<file path="src/rtl/enemy_ball_hp_if.sv">
// Pixel-side bundle between the VGA timing/mixer fabric and one enemy sprite.
// The master drives the raster position and occupancy; the sprite answers with draw_ene.
interface enemy_ball_hp_if;
  logic       pixpulse;
  logic [9:0] hcount;
  logic [9:0] vcount;
  logic [2:0] empty;
  logic       move;
  logic       draw_ene;

  modport master (output pixpulse, hcount, vcount, empty, move, input draw_ene);
  modport slave  (input pixpulse, hcount, vcount, empty, move, output draw_ene);
endinterface

</file>
<file path="src/rtl/enemy_ball_hp.sv">
// Bouncing enemy sprite with hit points, a blinking invulnerability window after
// damage and an optional timed respawn, scanned against the VGA raster.
module enemy_ball_hp #(
  parameter int XSIZE          = 21,
  parameter int YSIZE          = 21,
  parameter int SPEED          = 1,
  parameter int HP_MAX         = 3,
  parameter int INVULN_FRAMES  = 32,
  parameter int RESPAWN_FRAMES = 120
) (
  input  logic           clk,
  input  logic           rst,
  enemy_ball_hp_if.slave vga,
  input  logic [9:0]     xloc_start,
  input  logic [9:0]     yloc_start,
  input  logic           xdir_start,
  input  logic           ydir_start,
  output logic [9:0]     xloc,
  output logic [9:0]     yloc,
  output logic [3:0]     hp,
  output logic           alive,
  output logic           killed
);

  typedef enum logic [1:0] {ALIVE, HURT, DEAD} state_t;

  localparam logic [9:0] HX      = 10'((XSIZE - 1) / 2);
  localparam logic [9:0] HY      = 10'((YSIZE - 1) / 2);
  localparam logic [9:0] XW      = 10'(XSIZE + 1);
  localparam logic [9:0] YW      = 10'(YSIZE + 1);
  localparam logic [9:0] STEP    = 10'(SPEED);
  localparam logic [3:0] HP_INIT = 4'(HP_MAX);
  localparam logic [7:0] INV_CNT = 8'(INVULN_FRAMES);
  localparam logic [7:0] RSP_CNT = 8'(RESPAWN_FRAMES);

  state_t           state;
  logic             xdir, ydir;
  logic [7:0]       cnt;
  logic [YSIZE+1:0] occ_lft, occ_rgt;
  logic [XSIZE+1:0] occ_top, occ_bot;
  logic             dmg, move_d;

  // Raster position relative to the ring origin, one pixel up-left of the box.
  logic [9:0] rx, ry;
  logic       in_box, on_ring;
  assign rx      = vga.hcount - (xloc - HX - 10'd1);
  assign ry      = vga.vcount - (yloc - HY - 10'd1);
  assign in_box  = (rx >= 10'd1) && (rx <= 10'(XSIZE)) && (ry >= 10'd1) && (ry <= 10'(YSIZE));
  assign on_ring = (rx <= XW) && (ry <= YW) && !in_box;

  logic [YSIZE+1:0] hit_lft, hit_rgt;
  logic [XSIZE+1:0] hit_top, hit_bot;
  always_comb begin
    hit_lft = '0;
    hit_rgt = '0;
    hit_top = '0;
    hit_bot = '0;
    for (int i = 0; i < YSIZE + 2; i++) begin
      hit_lft[i] = on_ring && (rx == 10'd0) && (ry == 10'(i));
      hit_rgt[i] = on_ring && (rx == XW)    && (ry == 10'(i));
    end
    for (int i = 0; i < XSIZE + 2; i++) begin
      hit_top[i] = on_ring && (ry == 10'd0) && (rx == 10'(i));
      hit_bot[i] = on_ring && (ry == YW)    && (rx == 10'(i));
    end
  end

  // A side bounce takes priority; the diagonal corner only matters when both leading sides are clear.
  logic side_x, side_y, corner, flip_x, flip_y, nxdir, nydir;
  logic [9:0] nx, ny;
  always_comb begin
    side_x = xdir ? |occ_rgt[YSIZE:1] : |occ_lft[YSIZE:1];
    side_y = ydir ? |occ_bot[XSIZE:1] : |occ_top[XSIZE:1];
    if (xdir)
      corner = ydir ? (occ_rgt[YSIZE+1] | occ_bot[XSIZE+1]) : (occ_rgt[0] | occ_top[XSIZE+1]);
    else
      corner = ydir ? (occ_lft[YSIZE+1] | occ_bot[0]) : (occ_lft[0] | occ_top[0]);
    flip_x = side_x | (!side_x && !side_y && corner);
    flip_y = side_y | (!side_x && !side_y && corner);
    nxdir  = xdir ^ flip_x;
    nydir  = ydir ^ flip_y;
    nx     = nxdir ? xloc + STEP : xloc - STEP;
    ny     = nydir ? yloc + STEP : yloc - STEP;
  end

  assign vga.draw_ene = in_box && ((state == ALIVE) || ((state == HURT) && !cnt[2]));

  always_ff @(posedge clk) begin
    if (rst) begin
      xloc    <= xloc_start;
      yloc    <= yloc_start;
      xdir    <= xdir_start;
      ydir    <= ydir_start;
      hp      <= HP_INIT;
      state   <= ALIVE;
      cnt     <= '0;
      occ_lft <= '0;
      occ_rgt <= '0;
      occ_top <= '0;
      occ_bot <= '0;
      dmg     <= 1'b0;
      move_d  <= 1'b0;
      killed  <= 1'b0;
      alive   <= 1'b1;
    end else begin
      killed <= 1'b0;
      move_d <= vga.pixpulse && vga.move;
      if (move_d) begin
        occ_lft <= '0;
        occ_rgt <= '0;
        occ_top <= '0;
        occ_bot <= '0;
        dmg     <= 1'b0;
      end else if (vga.pixpulse && !vga.move && (state != DEAD) && (vga.empty != 3'b111)) begin
        occ_lft <= occ_lft | hit_lft;
        occ_rgt <= occ_rgt | hit_rgt;
        occ_top <= occ_top | hit_top;
        occ_bot <= occ_bot | hit_bot;
        if ((state == ALIVE) && !vga.empty[0] && on_ring)
          dmg <= 1'b1;
      end
      if (vga.pixpulse && vga.move) begin
        case (state)
          ALIVE: begin
            xloc <= nx;
            yloc <= ny;
            xdir <= nxdir;
            ydir <= nydir;
            if (dmg) begin
              if (hp > 4'd1) begin
                hp    <= hp - 4'd1;
                cnt   <= INV_CNT;
                state <= HURT;
              end else begin
                hp     <= '0;
                killed <= 1'b1;
                cnt    <= RSP_CNT;
                state  <= DEAD;
                alive  <= 1'b0;
              end
            end
          end
          HURT: begin
            xloc <= nx;
            yloc <= ny;
            xdir <= nxdir;
            ydir <= nydir;
            cnt  <= cnt - 8'd1;
            if (cnt == 8'd1)
              state <= ALIVE;
          end
          DEAD: begin
            // A zero respawn time parks the sprite here until reset.
            if (RSP_CNT != 8'd0) begin
              cnt <= cnt - 8'd1;
              if (cnt == 8'd1) begin
                xloc  <= xloc_start;
                yloc  <= yloc_start;
                xdir  <= xdir_start;
                ydir  <= ydir_start;
                hp    <= HP_INIT;
                state <= ALIVE;
                alive <= 1'b1;
              end
            end
          end
          default: state <= ALIVE;
        endcase
      end
    end
  end

endmodule

</file>
<file path="src/flat_wrapper.sv">
// flat-port wrapper written by rule: the top's interface ports become plain ports
module enemy_ball_hp_flat 
#(
  parameter int XSIZE          = 21,
  parameter int YSIZE          = 21,
  parameter int SPEED          = 1,
  parameter int HP_MAX         = 3,
  parameter int INVULN_FRAMES  = 32,
  parameter int RESPAWN_FRAMES = 120
)
  (clk, rst, xloc_start, yloc_start, xdir_start, ydir_start, xloc, yloc, hp, alive, killed, vga_pixpulse, vga_hcount, vga_vcount, vga_empty, vga_move, vga_draw_ene);
  enemy_ball_hp_if vga_i ();
  input  logic clk;
  input  logic rst;
  input  logic [9:0] xloc_start;
  input  logic [9:0] yloc_start;
  input  logic xdir_start;
  input  logic ydir_start;
  output logic [9:0] xloc;
  output logic [9:0] yloc;
  output logic [3:0] hp;
  output logic alive;
  output logic killed;
  input wire logic [$bits(vga_i.pixpulse)-1:0] vga_pixpulse;
  input wire logic [$bits(vga_i.hcount)-1:0] vga_hcount;
  input wire logic [$bits(vga_i.vcount)-1:0] vga_vcount;
  input wire logic [$bits(vga_i.empty)-1:0] vga_empty;
  input wire logic [$bits(vga_i.move)-1:0] vga_move;
  output wire logic [$bits(vga_i.draw_ene)-1:0] vga_draw_ene;
  assign vga_i.pixpulse = vga_pixpulse;
  assign vga_i.hcount = vga_hcount;
  assign vga_i.vcount = vga_vcount;
  assign vga_i.empty = vga_empty;
  assign vga_i.move = vga_move;
  assign vga_draw_ene = vga_i.draw_ene;
  enemy_ball_hp #(.XSIZE(XSIZE), .YSIZE(YSIZE), .SPEED(SPEED), .HP_MAX(HP_MAX), .INVULN_FRAMES(INVULN_FRAMES), .RESPAWN_FRAMES(RESPAWN_FRAMES)) u_core (.clk(clk), .rst(rst), .vga(vga_i), .xloc_start(xloc_start), .yloc_start(yloc_start), .xdir_start(xdir_start), .ydir_start(ydir_start), .xloc(xloc), .yloc(yloc), .hp(hp), .alive(alive), .killed(killed));
endmodule
</file>
<file path="config.mk">
export PLATFORM = sky130hd
export DESIGN_NAME = enemy_ball_hp_flat
export DESIGN_NICKNAME = d
export VERILOG_FILES = /design/src/rtl/enemy_ball_hp_if.sv /design/src/rtl/enemy_ball_hp.sv /design/src/flat_wrapper.sv
export SDC_FILE = /design/constraint.sdc
export NUM_CORES = 1
export LEC_CHECK = 0
export CORE_ASPECT_RATIO = 1.4
export CORE_UTILIZATION = 30
export CTS_CLUSTER_DIAMETER = 50
export DETAILED_ROUTE_END_ITERATION = 8
export GPL_ROUTABILITY_DRIVEN = 1
export GPL_TIMING_DRIVEN = 0
export PLACE_DENSITY = 0.52
export SYNTH_ARGS = -nofsm -noshare
export SYNTH_HDL_FRONTEND = slang
export SYNTH_SLANG_ARGS = --single-unit
</file>
<file path="constraint.sdc">
create_clock -name clk -period 5.76 [get_ports clk]
set_input_delay 1.728 -clock clk [delete_from_list [all_inputs] [get_ports clk]]
set_output_delay 1.728 -clock clk [all_outputs]
set_load 0.02 [all_outputs]
</file>
==> out/results.ini, run 1 <==
[outcome]
status=finished, violations left
violations=negative setup slack

[final_layout]
drive_above_1_share=0.155
mostFrequentLayoutCells=133 x nand2_1, 110 x dfxtp_1, 100 x o21ai_0
final_cell_area_um2=9610
n_antenna_cell=0
regArea_um2=2860
multiInputGateArea_um2=4590
n_fill_cell=2386
layout.cells.non_filler=1290
synthToLayoutAreaGrowth_pct=33.0
final_common_cell=nand2_1
nets=1065

[critical_path]
reg2reg_setup_slack_ns=1.72
crit_buf_inv=2
ff2ff_path_depth=12
cp.depth=10
cp-end-kind=output pin
criticalPathCategory=primary input to output pin
cp_slowest_cell=nor4b_4
r2r_start=u_core.ydir
worstPathMaxFanout=4
slowest_delay_ns=0.42
worstPathArrival_ns=4.27
worstPathRequired_ns=4.03
cpLargestDelayFamily=simple AND/OR/NAND/NOR gates
worstSetupStartpointType=primary input
worstPathCellList=dlygate4sd2_1, ha_4, ha_4, a21o_1, a21o_1, or3_4, a211oi_4, nand4_1, nor4b_4, buf_4
r2r_end=u_core.xloc[4]

[die]
fp.dieH_um=186
rows=66
dieArea_um2=24700
initial_core_util=0.308
die_x_um=133
core_area_um2=23500
pin_count=76

[grt]
gr-total-overflow=0
grt_pass1_wl_um=33500
grt_usage=0.174
grt_antenna_before_repair=0
grt_pass1_vias=6327
grt_max_degree=23

[power_and_ir_drop]
pwr-share-comb=0.336
pwr-share-seq=0.317
power_leakage_nw=3.50
ir_drop_v=0.000176
power.internal_mw=2.12
power.total_mw=3.20
power_density_nw_per_um2=333
p_switching_mw=1.08
clockPowerShare=0.347
netSwitchingFraction=0.339

[placed_design]
placed_area_um2=8430
dp_hpwl_um=15100
portBuffers=75
placed_cells=1238
gp_congestion=0.807

[timing]
worst_slew_pin_slew_ns=1.31
min_period_over_period=1.04
drv_slew=0
rsz0062_at_grt=yes
fin_hold_ws_ns=0.443
max-slew-margin-rel=0.118
fmax_mhz=167
period_minus_slack_ns=6.00
finalSetupTns_ns=-0.242
timing.final.ws_setup_ns=-0.242
hold_viol_final=0
setup_viol=1
skew_ns=0.00946

[clocking]
clock_latency_ns=0.43
cts_hold_buf=0
htreeDepth=4
cts_buffer_depth=2
clk_pin_slew_ns=0.06
cts_root_buffer=clkbuf_16
numCtsBuffers=17
numClockSinks=132
cts_tree=built

[drt]
wl_per_cell_um=15.8
viasPerCell=5.03
wl_um=20400
drt-initial-drc-count=314
remaining_drc_errors=0
ant_nets=0
vias=6490
drtPass1Iterations=4

[logic_synthesis]
synth.area.top_cells=dfxtp_1 30%, edfxtp_1 9.1%, ha_1 7.4%, o21ai_0 7.0%, nand2_1 6.9%
avgSynthCellArea_um2=8.44
synth_ff_type=dfxtp_1
syn_area_um2=7230
synth_edf_count=22
syn_nets=951
synth_top_area_share=0.305
synth_warnings=0
async_reset_ff_frac=0
synth.ff_latch_count=132
ys_types=66
synth_cells=857
ys_seq_area_frac=0.396
synth_top_area_cell=dfxtp_1

[worst_hold_path]
min_delay_worst_endpoint=u_core.occ_top[22]
min_path_type=register to register
hp-start=u_core.occ_top[22]
min_path_cells=2

[run]
maxCapViolations=0

==> cells by family after synthesis <==
family          count (synthesis)  synth area share
mux                            24            0.0339
flops                         132             0.396
compound gates                195             0.166
fa+ha+maj                      45            0.0800
buf+inv                        73            0.0389
xor+xnor                       34            0.0412
simple gates                  354             0.244
==> cells in the mapped netlist (all sizes together), types with 6 or more instances <==
cell    number
a21oi       22
mux2i       20
nand4       22
or3         10
a32o         9
a211oi       8
buf          7
nor3        20
a21o         7
o21ai      115
nand2b      10
clkbuf      23
dfxtp      110
inv         43
o21a         6
and3        12
ha          43
or2          6
nor2b        6
edfxtp      22
nor4b        8
or4          8
nor2        52
xor2         7
nand2      133
nor4        24
nand3       35
xnor2       27
==> tightest hold or removal path, stage by stage, from the launching register on <==
cell,delay [ns]
dfxtp_1,0.31
nand2_1,0.05
nand2_1,0.04
==> how the worst max path moves through the flow <==
stage                        end     startpoint
finish              vga_draw_ene  vga_vcount[4]
global route        vga_draw_ene  vga_vcount[0]
CTS                 vga_draw_ene  vga_hcount[1]
detailed placement  vga_draw_ene  vga_hcount[1]
global placement    vga_draw_ene  vga_hcount[1]
floorplan           vga_draw_ene  vga_hcount[1]
==> sequential cells by signal, indices dropped and copies added, names as in the netlist <==
signal,flops
u_core.occ_bot,23
u_core.occ_lft,23
u_core.occ_rgt,23
u_core.occ_top,23
u_core.xloc,10
u_core.yloc,10
u_core.cnt,8
u_core.hp,4
u_core.state,2
u_core.alive,1
u_core.dmg,1
u_core.killed,1
u_core.move_d,1
u_core.xdir,1
u_core.ydir,1
==> metal layers <==
layer / global-route usage / wire [um] / up-vias / part of all wire
met3: 0.0308 / 689 / 27 / 0.034
met1: 0.206 / 8900 / 3023 / 0.44
met5: 0 / 0 / - / 0
li1: - / - / 3310 / -
met2: 0.308 / 10300 / 130 / 0.51
met4: 0.0714 / 475 / 0 / 0.023
==> power by group through the flow <==
stage	registers [mW]	logic, mW	clock network (mW)
2_1_floorplan	1.04	0.584	0
3_3_place_gp	1.03	0.847	0
3_5_place_dp	1.03	0.849	0
4_1_cts	1.01	1.01	1.13
5_1_grt	1.02	1.18	1.18
6_report	1.01	1.08	1.11
==> stage by stage <==
| stage | utilization | worst slack, ns |
|---|---|---|
| finish | 0.410 | -0.242 |
| CTS | 0.404 | -0.293 |
| detailed placement | 0.359 | -1.42 |
| global route | 0.410 | -0.324 |
| floorplan | - | -0.0512 |
| global placement | 0.359 | -1.42 |
==> area by class of cell <==
cell class | count | area share
Clock buffer | 19 | 0.0472
Sequential cell | 132 | 0.298
Multi-Input combinational cell | 652 | 0.478
Timing Repair Buffer | 97 | 0.0936
Buffer | 28 | 0.0116
Clock inverter | 13 | 0.0155
Tap cell | 306 | 0.0398
Inverter | 43 | 0.0168
==> repair_timing <==
item / in CTS / in global routing
endpoints found under the hold margin: 0 / 0
buffers inserted: 18 / 4
endpoints found under the setup margin: 1 / 1
resized for setup: 85 / 20
pin swaps: 42 / 23
No activity file was read; power rests on OpenSTA's default activity.
==> inputs of run 2 (changes only) <==
--- a/config.mk
+++ b/config.mk
@@ -5,13 +5,13 @@
 export SDC_FILE = /design/constraint.sdc
 export NUM_CORES = 1
 export LEC_CHECK = 0
+export CAP_MARGIN = 15
 export CORE_ASPECT_RATIO = 1.4
-export CORE_UTILIZATION = 30
+export CORE_UTILIZATION = 50
 export CTS_CLUSTER_DIAMETER = 50
 export DETAILED_ROUTE_END_ITERATION = 8
 export GPL_ROUTABILITY_DRIVEN = 1
-export GPL_TIMING_DRIVEN = 0
-export PLACE_DENSITY = 0.52
+export PLACE_DENSITY = 0.78
 export SYNTH_ARGS = -nofsm -noshare
 export SYNTH_HDL_FRONTEND = slang
 export SYNTH_SLANG_ARGS = --single-unit
==> run 2 against run 1 <==
Compared with the run above:
- the run still ends with negative setup slack left
- design area rose by 4.7%
- die area fell by 40%
- non-clock buffer count rose by 53
- critical path depth rose by 1
==> out/results.ini, run 2 (synthesis gave the netlist of run 1 again) <==
[timing]
min_period_over_period=1.05  ; was 1.04
worst_slew_pin_slew_ns=1.27  ; was 1.31 ns
period_minus_slack_ns=6.06  ; was 6.00 ns
drv_slew=0  ; unchanged
rsz0062_at_grt=yes  ; unchanged
skew_ns=0.00860  ; was 0.00946 ns
fmax_mhz=165  ; was 167 MHz
max-slew-margin-rel=0.150  ; was 0.118
setup_viol=20  ; was 1
timing.final.ws_setup_ns=-0.299  ; was -0.242 ns
finalSetupTns_ns=-2.99  ; was -0.242 ns
hold_viol_final=0  ; unchanged

[power_and_ir_drop]
power_leakage_nw=3.87  ; was 3.50 nW
ir_drop_v=0.000209  ; was 0.000176 V
power.total_mw=3.48  ; was 3.20 mW
power_density_nw_per_um2=345  ; was 333 nW/um^2

[grt]
grt_usage=0.289  ; was 0.174
grt_antenna_before_repair=0  ; unchanged
grt_pass1_vias=7144  ; was 6327
gr-total-overflow=0  ; unchanged
grt_pass1_wl_um=34300  ; was 33500 um
grt_max_degree=92  ; was 23

[critical_path]
r2r_end=u_core.occ_top[15]  ; was u_core.xloc[4]
worstPathMaxFanout=5  ; was 4
crit_start=vga_hcount[7]  ; was vga_vcount[4]
cp-end-kind=output pin  ; unchanged
reg2reg_setup_slack_ns=0.58  ; was 1.72 ns
worstPathCellList=clkdlybuf4s50_1, ha_1, ha_4, nand2_1, a211oi_2, o31ai_1, a2bb2oi_1, nand3_1, nor2_2, nor4b_4, buf_4  ; was dlygate4sd2_1, ha_4, ha_4, a21o_1, a21o_1, or3_4, a211oi_4, nand4_1, nor4b_4, buf_4
worstPathArrival_ns=4.33  ; was 4.27 ns
criticalPathCategory=primary input to output pin  ; unchanged
slowest_delay_ns=0.45  ; was 0.42 ns
worstPathRequired_ns=4.03  ; about the same
r2r_start=u_core.yloc[2]  ; was u_core.ydir
ff2ff_path_depth=29  ; was 12
crit_end=vga_draw_ene  ; unchanged
cp_slowest_cell=clkdlybuf4s50_1  ; was nor4b_4
crit_buf_inv=2  ; unchanged
cpLargestDelayFamily=simple AND/OR/NAND/NOR gates  ; unchanged
cp.depth=11  ; was 10
worstSetupStartpointType=primary input  ; unchanged

[final_layout]
drive_above_1_share=0.233  ; was 0.155
final_common_cell=nand2_1  ; unchanged
multiInputGateArea_um2=4700  ; was 4590 um^2
regArea_um2=2860  ; unchanged
layout.cells.non_filler=1222  ; was 1290
n_antenna_cell=0  ; unchanged
synthToLayoutAreaGrowth_pct=39.2  ; was 33.0%
mostFrequentLayoutCells=132 x nand2_1, 110 x dfxtp_1, 101 x buf_4  ; was 133 x nand2_1, 110 x dfxtp_1, 100 x o21ai_0
n_fill_cell=962  ; was 2386
nets=1118  ; was 1065

[clocking]
numClockSinks=132  ; unchanged
htreeDepth=4  ; unchanged
numCtsBuffers=17  ; unchanged
cts_tree=built  ; unchanged
cts_hold_buf=0  ; unchanged
cts_buffer_depth=2  ; unchanged
clock_latency_ns=0.43  ; about the same
clk_pin_slew_ns=0.06  ; about the same
cts_root_buffer=clkbuf_16  ; unchanged

[drt]
wl_um=23100  ; was 20400 um
wl_per_cell_um=18.9  ; was 15.8 um
viasPerCell=6.15  ; was 5.03
remaining_drc_errors=0  ; unchanged
vias=7510  ; was 6490
drtPass1Iterations=6  ; was 4
drt-initial-drc-count=751  ; was 314
ant_nets=0  ; unchanged

[placed_design]
gp_congestion=0.883  ; was 0.807
dp_hpwl_um=13200  ; was 15100 um
placed_cells=1150  ; was 1238
portBuffers=75  ; unchanged

[die]
core_area_um2=14000  ; was 23500 um^2
die_x_um=104  ; was 133 um
rows=51  ; was 66
fp.dieH_um=144  ; was 186 um
initial_core_util=0.515  ; was 0.308
dieArea_um2=15000  ; was 24700 um^2
pin_count=76  ; unchanged

[outcome]
status=finished, violations left  ; unchanged
violations=negative setup slack  ; unchanged

[run]
maxCapViolations=0  ; unchanged

[worst_hold_path]
min_path_type=register to register  ; unchanged

run 2: cell count changes in the layout (fill, tap and decap cells not counted), moves of 3 or more:
| cell | change |
|---|---|
| clkbuf_1 | -23 |
| dlygate4sd2_1 | -5 |
| o21ai_1 | +6 |
| buf_4 | +79 |
| o21ai_2 | +3 |
| clkinvlp_4 | +3 |
| clkinv_4 | -5 |
| o21ai_0 | -10 |
| clkdlybuf4s15_1 | +3 |
| buf_6 | +3 |
| inv_8 | +5 |
| buf_2 | -3 |
run 2: layout make-up:
class	instances	share of cell area
clock inverter	14	0.0131
clock buffer	18	0.0448
inverter	43	0.0163
tap	185	0.0230
timing repair buffer	178	0.151
sequential	132	0.285
multi-input combinational	652	0.467
run 2: how the worst min path moves through the flow:
| stage | start | endpoint | depth (start not counted) |
|---|---|---|---|
| finish | u_core.occ_rgt[0] | u_core.occ_rgt[0] | 2 |
| global route | u_core.occ_rgt[14] | u_core.occ_rgt[14] | 2 |
| CTS | u_core.occ_rgt[0] | u_core.occ_rgt[0] | 2 |
| detailed placement | u_core.occ_rgt[0] | u_core.occ_rgt[0] | 2 |
| global placement | u_core.occ_rgt[9] | u_core.occ_rgt[9] | 2 |
| floorplan | u_core.occ_bot[9] | u_core.occ_bot[9] | 2 |
run 2: per-stage QoR:
step                      setup slack, ns   util  hold slack, ns  cell area (um^2)
after floorplan                   -0.0512      -           0.416              7290
after CTS                          -0.112  0.698           0.445              9800
after global routing               -0.328  0.717           0.473             10100
after detailed placement            -1.21  0.616           0.435              8640
final                              -0.299  0.717           0.443             10100
after global placement              -1.15  0.616           0.425              8640
run 2: where the power goes:
| group | switching [mW] | internal (mW) |
|---|---|---|
| combinational | 0.759 | 0.641 |
| clock | 0.469 | 0.598 |
| sequential | 0.0397 | 0.970 |
run 2: worst reg2reg max path: cells and delay by family (launching register included):
family / cells / cell delay (ns)
flip-flops: 1 / 0.57
AO/OA/AOI/OAI: 5 / 1.01
buffers and inverters: 20 / 2.06
adder cells (fa/ha/maj): 2 / 0.80
AND/OR/NAND/NOR: 2 / 0.67
run 2: metal layers:
layer,global-route usage,wire [um]
met2,0.523,11600
met1,0.315,8740
met5,0,0
met3,0.0586,1320
met4,0.168,1440
run 2: timing repair:
action	CTS	global route
endpoints found under the setup margin	1	27
endpoints found under the hold margin	0	0
pin swaps	42	29
gates resized for setup	93	42
setup buffers	27	12
cloned	0	1
==> inputs of run 3 (changes only) <==
--- a/config.mk
+++ b/config.mk
@@ -11,7 +11,7 @@
 export CTS_CLUSTER_DIAMETER = 50
 export DETAILED_ROUTE_END_ITERATION = 8
 export GPL_ROUTABILITY_DRIVEN = 1
-export PLACE_DENSITY = 0.78
+export PLACE_DENSITY = 0.71
 export SYNTH_ARGS = -nofsm -noshare
 export SYNTH_HDL_FRONTEND = slang
 export SYNTH_SLANG_ARGS = --single-unit
==> run 3 against run 2 <==
Compared with the run above:
- the flow still finishes with violations (negative setup slack)
- design area decreased by 3.5%
- largest power group unchanged
- total power decreased by 5.2%
- highest routed layer unchanged
- critical endpoint unchanged
- global-route usage decreased by 2.8 points
==> out/results.ini, run 3 (synthesis gave the netlist of run 1 again) <==
[timing]
max-slew-margin-rel=0.221  ; was 0.150
drv_slew=0  ; unchanged
fmax_mhz=169  ; was 165 MHz
hold_viol_final=0  ; unchanged
fin_hold_ws_ns=0.436  ; was 0.443 ns
worst_slew_pin_slew_ns=1.16  ; was 1.27 ns
skew_ns=0.00807  ; was 0.00860 ns
period_minus_slack_ns=5.90  ; was 6.06 ns
timing.final.ws_setup_ns=-0.140  ; was -0.299 ns
min_period_over_period=1.02  ; was 1.05
rsz0062_at_grt=yes  ; unchanged
setup_viol=1  ; was 20

[critical_path]
worstPathMaxFanout=3  ; was 5
r2r_start=u_core.ydir  ; was u_core.yloc[2]
cp_slowest_cell=fa_2  ; was clkdlybuf4s50_1
cp-end-kind=output pin  ; unchanged
worstPathArrival_ns=4.17  ; was 4.33 ns
criticalPathCategory=primary input to output pin  ; unchanged
worstSetupStartpointType=primary input  ; unchanged
crit_start=vga_hcount[1]  ; was vga_hcount[7]
reg2reg_setup_slack_ns=2.09  ; was 0.58 ns
worstPathCellList=buf_6, ha_4, ha_4, inv_2, fa_2, nand2b_4, buf_6, a211oi_4, o31ai_2, a2bb2oi_1, nand3_1, nor2_2, nor4b_4, buf_4  ; was clkdlybuf4s50_1, ha_1, ha_4, nand2_1, a211oi_2, o31ai_1, a2bb2oi_1, nand3_1, nor2_2, nor4b_4, buf_4
worstPathRequired_ns=4.03  ; about the same
slowest_delay_ns=0.36  ; was 0.45 ns

[drt]
remaining_drc_errors=0  ; unchanged
vias=6785  ; was 7510
drt-initial-drc-count=286  ; was 751
ant_nets=0  ; unchanged
highest_layer=met4  ; unchanged
wl_met1_um=7880  ; was 8740 um
wl_um=18800  ; was 23100 um
viasPerCell=5.69  ; was 6.15
wl_per_cell_um=15.8  ; was 18.9 um
route.met2.wl_um=9540  ; was 11600 um
drtPass1Iterations=5  ; was 6
wl_met3_um=770  ; was 1320 um

[worst_hold_path]
hp-start=u_core.occ_top[22]  ; was u_core.occ_rgt[0]
min_path_type=register to register  ; unchanged

[die]
dieArea_um2=15000  ; unchanged
rows=51  ; unchanged
core_area_um2=14000  ; unchanged
pin_count=76  ; unchanged
initial_core_util=0.515  ; unchanged
die_x_um=104  ; unchanged
fp.dieH_um=144  ; unchanged

[power_and_ir_drop]
power_leakage_nw=3.67  ; was 3.87 nW
ir_drop_v=0.000202  ; was 0.000209 V
power_density_nw_per_um2=340  ; was 345 nW/um^2
power.total_mw=3.30  ; was 3.48 mW

[final_layout]
nets=1088  ; was 1118
layout.cells.non_filler=1192  ; was 1222
n_fill_cell=1150  ; was 962
mostFrequentLayoutCells=133 x nand2_1, 110 x dfxtp_1, 100 x o21ai_0  ; was 132 x nand2_1, 110 x dfxtp_1, 101 x buf_4
final_common_cell=nand2_1  ; unchanged
drive_above_1_share=0.195  ; was 0.233
synthToLayoutAreaGrowth_pct=34.3  ; was 39.2%
n_antenna_cell=0  ; unchanged

[clocking]
cts_buffer_depth=2  ; unchanged
clock_latency_ns=0.43  ; about the same
htreeDepth=4  ; unchanged
clk_pin_slew_ns=0.06  ; about the same
numClockSinks=132  ; unchanged
cts_root_buffer=clkbuf_16  ; unchanged
cts_tree=built  ; unchanged
cts_hold_buf=0  ; unchanged
numCtsBuffers=17  ; unchanged

[outcome]
violations=negative setup slack  ; unchanged
status=finished, violations left  ; unchanged

[placed_design]
place_ws_ns=-1.25  ; was -1.21 ns
gp_congestion=0.831  ; was 0.883
placed_cells=1153  ; was 1150
portBuffers=75  ; unchanged
dp_hpwl_um=13200  ; about the same

[grt]
grt_usage=0.261  ; was 0.289
grt_pass1_vias=6668  ; was 7144
grt_pass1_wl_um=31400  ; was 34300 um
grt_antenna_before_repair=0  ; unchanged
gr-total-overflow=0  ; unchanged
grt_max_degree=92  ; unchanged

[run]
maxCapViolations=0  ; unchanged

==> run 3: where the power goes <==
part	switching [mW]	leakage [nW]	internal [mW]
registers	0.0356	1.11	0.971
logic	0.621	2.28	0.566
clock network	0.453	0.284	0.649
==> run 3: path summary, 6_finish.rpt <==
path	depth (start not counted)	endpoint
setup reg to reg	12	u_core.xloc[4]
setup / recovery	14	vga_draw_ene
hold reg to reg	2	u_core.occ_top[22]
hold / removal	2	u_core.occ_top[22]
==> run 3: worst max-delay path, delay by kind of cell <==
kind	cells	cell delay, ns
adder cells (fa/ha/maj)	3	0.75
AND/OR/NAND/NOR	4	0.73
AO/OA/AOI/OAI	3	0.51
buffers and inverters	4	0.45
==> run 3: layer usage <==
layer | track usage | vias up
met5 | 0 | -
li1 | - | 3356
met3 | 0.0536 | 42
met4 | 0.127 | 0
met2 | 0.463 | 180
met1 | 0.302 | 3207
==> run 3: layout make-up <==
cell class	instances	area [um^2]	area share
Clock buffer	17	425	0.0438
Multi-Input combinational cell	652	4570	0.470
Timing Repair Buffer	148	1280	0.132
Tap cell	185	231	0.0238
Clock inverter	15	175	0.0180
Sequential cell	132	2860	0.295
Inverter	43	164	0.0169
==> run 3: repair_timing <==
| action | in CTS | in global routing |
|---|---|---|
| pin swaps | 45 | 2 |
| hold endpoints to repair | 0 | 0 |
| endpoints found under the setup margin | 1 | 1 |
| resized for setup | 95 | 6 |
| setup buffers | 7 | 0 |
| cloned | 0 | 0 |
==> run 3: stage by stage <==
step | area (um^2) | setup TNS, ns | utilization
5_1_grt | 9710 | -0.257 | 0.692
3_3_place_gp | 8670 | -1.19 | 0.617
4_1_cts | 9680 | -0.0837 | 0.689
6_report | 9710 | -0.140 | 0.692
2_1_floorplan | 7290 | -0.0512 | -
3_5_place_dp | 8670 | -1.25 | 0.617
